`config.mk`:
```
export PLATFORM = sky130hd
export DESIGN_NAME = sobel_gradient
export DESIGN_NICKNAME = d
export VERILOG_FILES = /design/src/rtl/sobel_pkg.sv /design/src/rtl/sobel_kernel.sv /design/src/rtl/sobel_gradient.sv
export SDC_FILE = /design/constraint.sdc
export NUM_CORES = 1
export LEC_CHECK = 0
export BUFFER_PORTS_ARGS = -buffer_cell sky130_fd_sc_hd__buf_2
export CAP_MARGIN = 20
export CORE_ASPECT_RATIO = 1.2
export CORE_UTILIZATION = 45
export DETAILED_ROUTE_END_ITERATION = 10
export PLACE_DENSITY_LB_ADDON = 0.1
export SLEW_MARGIN = 5
export SYNTH_ARGS = -nofsm -noshare
export SYNTH_HDL_FRONTEND = slang
export SYNTH_SLANG_ARGS = --single-unit
```
`constraint.sdc`:
```
create_clock -name clk -period 3.07 [get_ports clk]
set_input_delay 0.614 -clock clk [delete_from_list [all_inputs] [get_ports clk]]
set_output_delay 0.614 -clock clk [all_outputs]
set_load 0.05 [all_outputs]
```
`src/rtl/sobel_pkg.sv`:
```
// rtl/sobel_pkg.sv - Shared pixel, window and gradient types for the Sobel edge stage
package sobel_pkg;

  typedef logic [7:0]         pixel_t;
  typedef pixel_t [0:8]       window_t;
  typedef logic signed [10:0] grad_t;
  typedef logic [10:0]        mag_t;

  localparam pixel_t PIX_MAX = 8'd255;

  // Window index = col*3 + row; col 0 is the left column, row 0 the top row.
  localparam int TL = 0;
  localparam int ML = 1;
  localparam int BL = 2;
  localparam int TC = 3;
  localparam int MC = 4;
  localparam int BC = 5;
  localparam int TR = 6;
  localparam int MR = 7;
  localparam int BR = 8;

  function automatic grad_t px_ext(pixel_t p);
    return grad_t'({3'b000, p});
  endfunction

endpackage

```
`src/rtl/sobel_kernel.sv`:
```
// rtl/sobel_kernel.sv - Combinational 3x3 Sobel operator producing signed Gx and Gy
module sobel_kernel
  import sobel_pkg::*;
(
  input  window_t window_i,
  output grad_t   gx_o,
  output grad_t   gy_o
);

  // Gx: right column minus left column; Gy: bottom row minus top row.
  // Both sides peak at 1020, so 11-bit signed arithmetic never overflows.
  assign gx_o = (px_ext(window_i[TR]) + (px_ext(window_i[MR]) <<< 1) + px_ext(window_i[BR]))
              - (px_ext(window_i[TL]) + (px_ext(window_i[ML]) <<< 1) + px_ext(window_i[BL]));

  assign gy_o = (px_ext(window_i[BL]) + (px_ext(window_i[BC]) <<< 1) + px_ext(window_i[BR]))
              - (px_ext(window_i[TL]) + (px_ext(window_i[TC]) <<< 1) + px_ext(window_i[TR]));

endmodule

```
`src/rtl/sobel_gradient.sv`:
```
// rtl/sobel_gradient.sv - 3-stage Sobel magnitude pipeline with backpressure and frame counter; SOBEL_THRESH_EN selects binarised output
module sobel_gradient
  import sobel_pkg::*;
#(
  parameter int IMG_W = 16,
  parameter int IMG_H = 16
`ifdef SOBEL_THRESH_EN
  ,
  parameter int THRESHOLD = 128
`endif
) (
  input  logic                             clk,
  input  logic                             n_rst,
  input  logic                             in_valid,
  output logic                             in_ready,
  input  window_t                          window_in,
  output logic                             out_valid,
  input  logic                             out_ready,
  output pixel_t                           edge_out,
  output logic [$clog2(IMG_W*IMG_H)-1:0]   pixel_count,
  output logic                             frame_done
);

  localparam int FRAME_LEN = IMG_W * IMG_H;
  localparam int CNT_W     = $clog2(FRAME_LEN);

  typedef logic [CNT_W-1:0] cnt_t;
  localparam cnt_t CNT_LAST = cnt_t'(FRAME_LEN - 1);

  grad_t  gx_c, gy_c;
  grad_t  gx_q, gy_q;
  mag_t   mag_q, mag_d;
  pixel_t edge_q, edge_d;
  cnt_t   cnt_q, cnt_d;
  logic   s1_valid_q, s2_valid_q, s3_valid_q;
  logic   advance, out_hs, last_pix;

  sobel_kernel u_kernel (
    .window_i (window_in),
    .gx_o     (gx_c),
    .gy_o     (gy_c)
  );

  function automatic mag_t abs_grad(grad_t g);
    return g[10] ? mag_t'(-g) : mag_t'(g);
  endfunction

  always_comb begin
    advance  = !s3_valid_q || out_ready;
    out_hs   = s3_valid_q && out_ready;
    last_pix = (cnt_q == CNT_LAST);
    mag_d    = abs_grad(gx_q) + abs_grad(gy_q);
`ifdef SOBEL_THRESH_EN
    edge_d   = (mag_q >= mag_t'(THRESHOLD)) ? 8'hFF : 8'h00;
`else
    edge_d   = (mag_q > mag_t'(PIX_MAX)) ? PIX_MAX : mag_q[7:0];
`endif
    cnt_d    = cnt_q;
    if (out_hs) begin
      cnt_d = last_pix ? '0 : cnt_q + 1'b1;
    end
  end

  // All stages move together; bubbles travel with the data rather than collapsing.
  always_ff @(posedge clk or negedge n_rst) begin
    if (!n_rst) begin
      s1_valid_q <= 1'b0;
      s2_valid_q <= 1'b0;
      s3_valid_q <= 1'b0;
      gx_q       <= '0;
      gy_q       <= '0;
      mag_q      <= '0;
      edge_q     <= '0;
    end else if (advance) begin
      s1_valid_q <= in_valid;
      s2_valid_q <= s1_valid_q;
      s3_valid_q <= s2_valid_q;
      if (in_valid) begin
        gx_q <= gx_c;
        gy_q <= gy_c;
      end
      mag_q  <= mag_d;
      edge_q <= edge_d;
    end
  end

  always_ff @(posedge clk or negedge n_rst) begin
    if (!n_rst) begin
      cnt_q <= '0;
    end else begin
      cnt_q <= cnt_d;
    end
  end

  assign in_ready    = advance;
  assign out_valid   = s3_valid_q;
  assign edge_out    = edge_q;
  assign pixel_count = cnt_q;
  assign frame_done  = out_hs && last_pix;

endmodule

```
==> flow_summary_export.csv <==
group,metric,value,unit
logic_synthesis,synth.avg_cell_area,8.76,um2
power_and_ir_drop,p_leak,3.74,nW
logic_synthesis,synth_edf_count,0,
sta,tightest_slew,540,ps
sta,fmax,0.256,GHz
flow_run,cap_violations,0,
route,avgViaCountPerCell,5.06,
power_and_ir_drop,p_per_area,1070,mW/mm2
global_routing,gr-total-overflow,0,
sta,fin_crit,3910,ps
clock_network,path_clk_slew,70,ps
die,placementRows,44,
route,drc_errors,0,
global_routing,grt_first_pass_wirelength,22700,um
logic_synthesis,syn_inst,643,
critical_path,crit_type,"input pin to register",
logic_synthesis,ys_ff_latch,52,
die,start_util,46.3,%
place,port_buffers,86,
route,finalWirelength,13400,um
die,die_area,0.0130,mm2
critical_path,cpLargestDelayFamily,"adder cells",
finish,final_area,0.00779,mm2
status,violations,"setup timing",
critical_path,crit_start,"window_in[49]",
die,die_width,104,um
finish,diodes,0,
clock_network,clk_path_buf_depth,2,
finish,final_cell_mix,"inv_1 (88), buf_4 (88), buf_2 (78)",
sta,min_period_over_period,127,%
clock_network,cts_inserted_buffers,5,
sta,fin_ws,-838,ps
global_routing,grt_max_degree,40,
sta,drv_slew,0,
finish,n_fill_cell,1014,
critical_path,critPathMaxFanout,4,
logic_synthesis,synth_area,0.00564,mm2
route,vias,4975,
sta,grt_setup_unrepaired,"true",
clock_network,ctsHoldBuffers,0,
sta,hold_viol,0,
die,die_y,125,um
clock_network,htree_levels,2,
place,dp_hpwl,11100,um
place,gp_congestion,0.827,
logic_synthesis,ys_dominant_reg_cell,"dfrtp_1",
status,status,"finished, violations left",
critical_path,worst_path_largest_cell_delay,510,ps
sta,skew,7.25,ps
die,pin_count,95,
critical_path,end_kind,"register",
clock_network,cts_root_buffer,"clkbuf_16",
finish,syn_to_final_growth,38.2,%
critical_path,critical_path_required,3300,ps
die,core-area,0.0122,mm2
clock_network,clk_latency,290,ps
clock_network,cts_sinks,52,
sta,finalSetupViolations,16,
clock_network,cts_tree,"done",
route,drt_iter0_drc,131,
place,pre_cts_ws,-1420,ps
logic_synthesis,ys_seq_area_share,23.1,%
global_routing,grt_use_total,21.4,%
logic_synthesis,synth_cell_types,50,
critical_path,cp_slowest_cell,"fa_1",
route,dr.pass1.iters,4,
logic_synthesis,synth_fp_nets,824,
critical_path,worstPathCellList,"buf_8, ha_4, fa_2, a21o_1, a21oi_2, nor2b_2, o31ai_2, a21bo_2, fa_1, fa_1, inv_2, ha_4, a21oi_4, o21ai_2, or4_1, nand3_1",
critical_path,crit_arrival,4140,ps
critical_path,path_buf_inv,2,
global_routing,grt_pass1_vias,5195,
logic_synthesis,async_flop_share,100,%
sta,slew_headroom,64.0,%
route,postRouteAntennaNets,0,
place,dpl-instance-area,0.00711,mm2
critical_path,r2r-start,"gy_q[0]$_DFFE_PN0P_",
global_routing,antenna_found_initial,0,
logic_synthesis,ys_warn_count,0,
power_and_ir_drop,vdd_ir_drop_max,0.644,mV
critical_path,start_kind,"input pin",
finish,nets,1003,
finish,drive_gt1_share,35.8,%
route,wl_per_cell,13.6,um
hold_path,hp-class,"input pin to asynchronous set/reset pin",
==> flip-flops by register name, indices dropped and copies added, names as in the netlist <==
| register | cells |
|---|---|
| s2_valid_q | 1 |
| mag_q | 11 |
| edge_out | 8 |
| out_valid | 1 |
| s1_valid_q | 1 |
| gx_q | 11 |
| gy_q | 11 |
| pixel_count | 8 |
==> metrics by stage <==
stage                     utilization (%)  hold WS [ps]  total power, mW  TNS (ps)  std cells
after floorplan                         -           318             5.38     -7500        643
after global placement               58.5           441             6.72    -13630        964
after detailed placement             58.5           452             6.88    -14600        964
after CTS                            62.6           314             8.00     -7730        981
after global routing                 64.0           350             9.11     -9600        984
final                                64.0           293             8.36     -7740        984
==> kinds of logic (layout without fill, tap and decap cells) <==
| family | count (synthesis) | after routing | share of synthesized area (%) |
|---|---|---|---|
| multiplexers | 2 | 2 | 0.377 |
| adder cells (fa/ha/maj) | 105 | 105 | 28.9 |
| AO/OA/AOI/OAI | 151 | 151 | 16.9 |
| buffers and inverters | 113 | 293 | 7.53 |
| AND/OR/NAND/NOR | 165 | 165 | 14.6 |
| flip-flops | 52 | 52 | 23.1 |
| XOR/XNOR | 55 | 55 | 8.55 |
==> what timing repair did <==
action,in CTS,in global routing
setup endpoints to repair,16,17
resized for setup,66,29
pin swaps,63,22
setup buffers,11,3
hold endpoints to repair,0,0
cloned,0,0
==> final cells by class <==
| type | count | area (um2) | share of cell area (%) |
|---|---|---|---|
| clock buffers | 5 | 125 | 1.61 |
| clock inverters | 3 | 42.5 | 0.546 |
| inverters | 101 | 379 | 4.87 |
| multi-input cells | 478 | 4480 | 57.5 |
| flip-flops and latches | 52 | 1300 | 16.7 |
| well taps | 161 | 201 | 2.59 |
| repair buffers | 184 | 1260 | 16.2 |
==> per-layer routing <==
layer / vias up / routed length (um) / track usage [%] / part of all wire, %
met4: 0 / 298 / 8.82 / 2.2
met1: 2326 / 5330 / 22.2 / 40
li1: 2526 / - / - / -
met2: 101 / 7510 / 42.8 / 56
met5: - / 0 / 0 / 0
met3: 22 / 295 / 2.04 / 2.2
==> final timing paths <==
kind,end,slack [ps],cells past startpoint
max in group asynchronous,gy_q[6]$_DFFE_PN0P_,2030,2
hold / removal,pixel_count[2]$_DFFE_PN0P_,290,1
min in group clk,out_valid$_DFFE_PN0N_,460,1
hold reg to reg,out_valid$_DFFE_PN0N_,460,1
setup / recovery,gy_q[10]$_DFFE_PN0P_,-840,16
setup reg to reg,mag_q[10]$_DFFE_PN0N_,140,10
==> where the power goes <==
part	internal, mW	total (mW)	switching [mW]
clock network	0.383	0.625	0.242
registers	1.00	1.31	0.309
logic	3.09	6.42	3.33
==> cells in the mapped netlist, types with 9 or more instances <==
cell	count	area, um2
o21ai_0	40	200
inv_1	100	375
a21oi_1	41	205
xnor2_1	32	280
a21o_1	15	113
nand3_1	9	45.0
xor2_1	23	201
clkbuf_1	12	45.0
nand2b_1	12	75.1
dfrtp_1	52	1300
fa_1	42	841
ha_1	63	788
o31ai_1	12	90.1
nor2_1	32	120
nand2_1	65	244
Power figures use the tool's default switching activity.
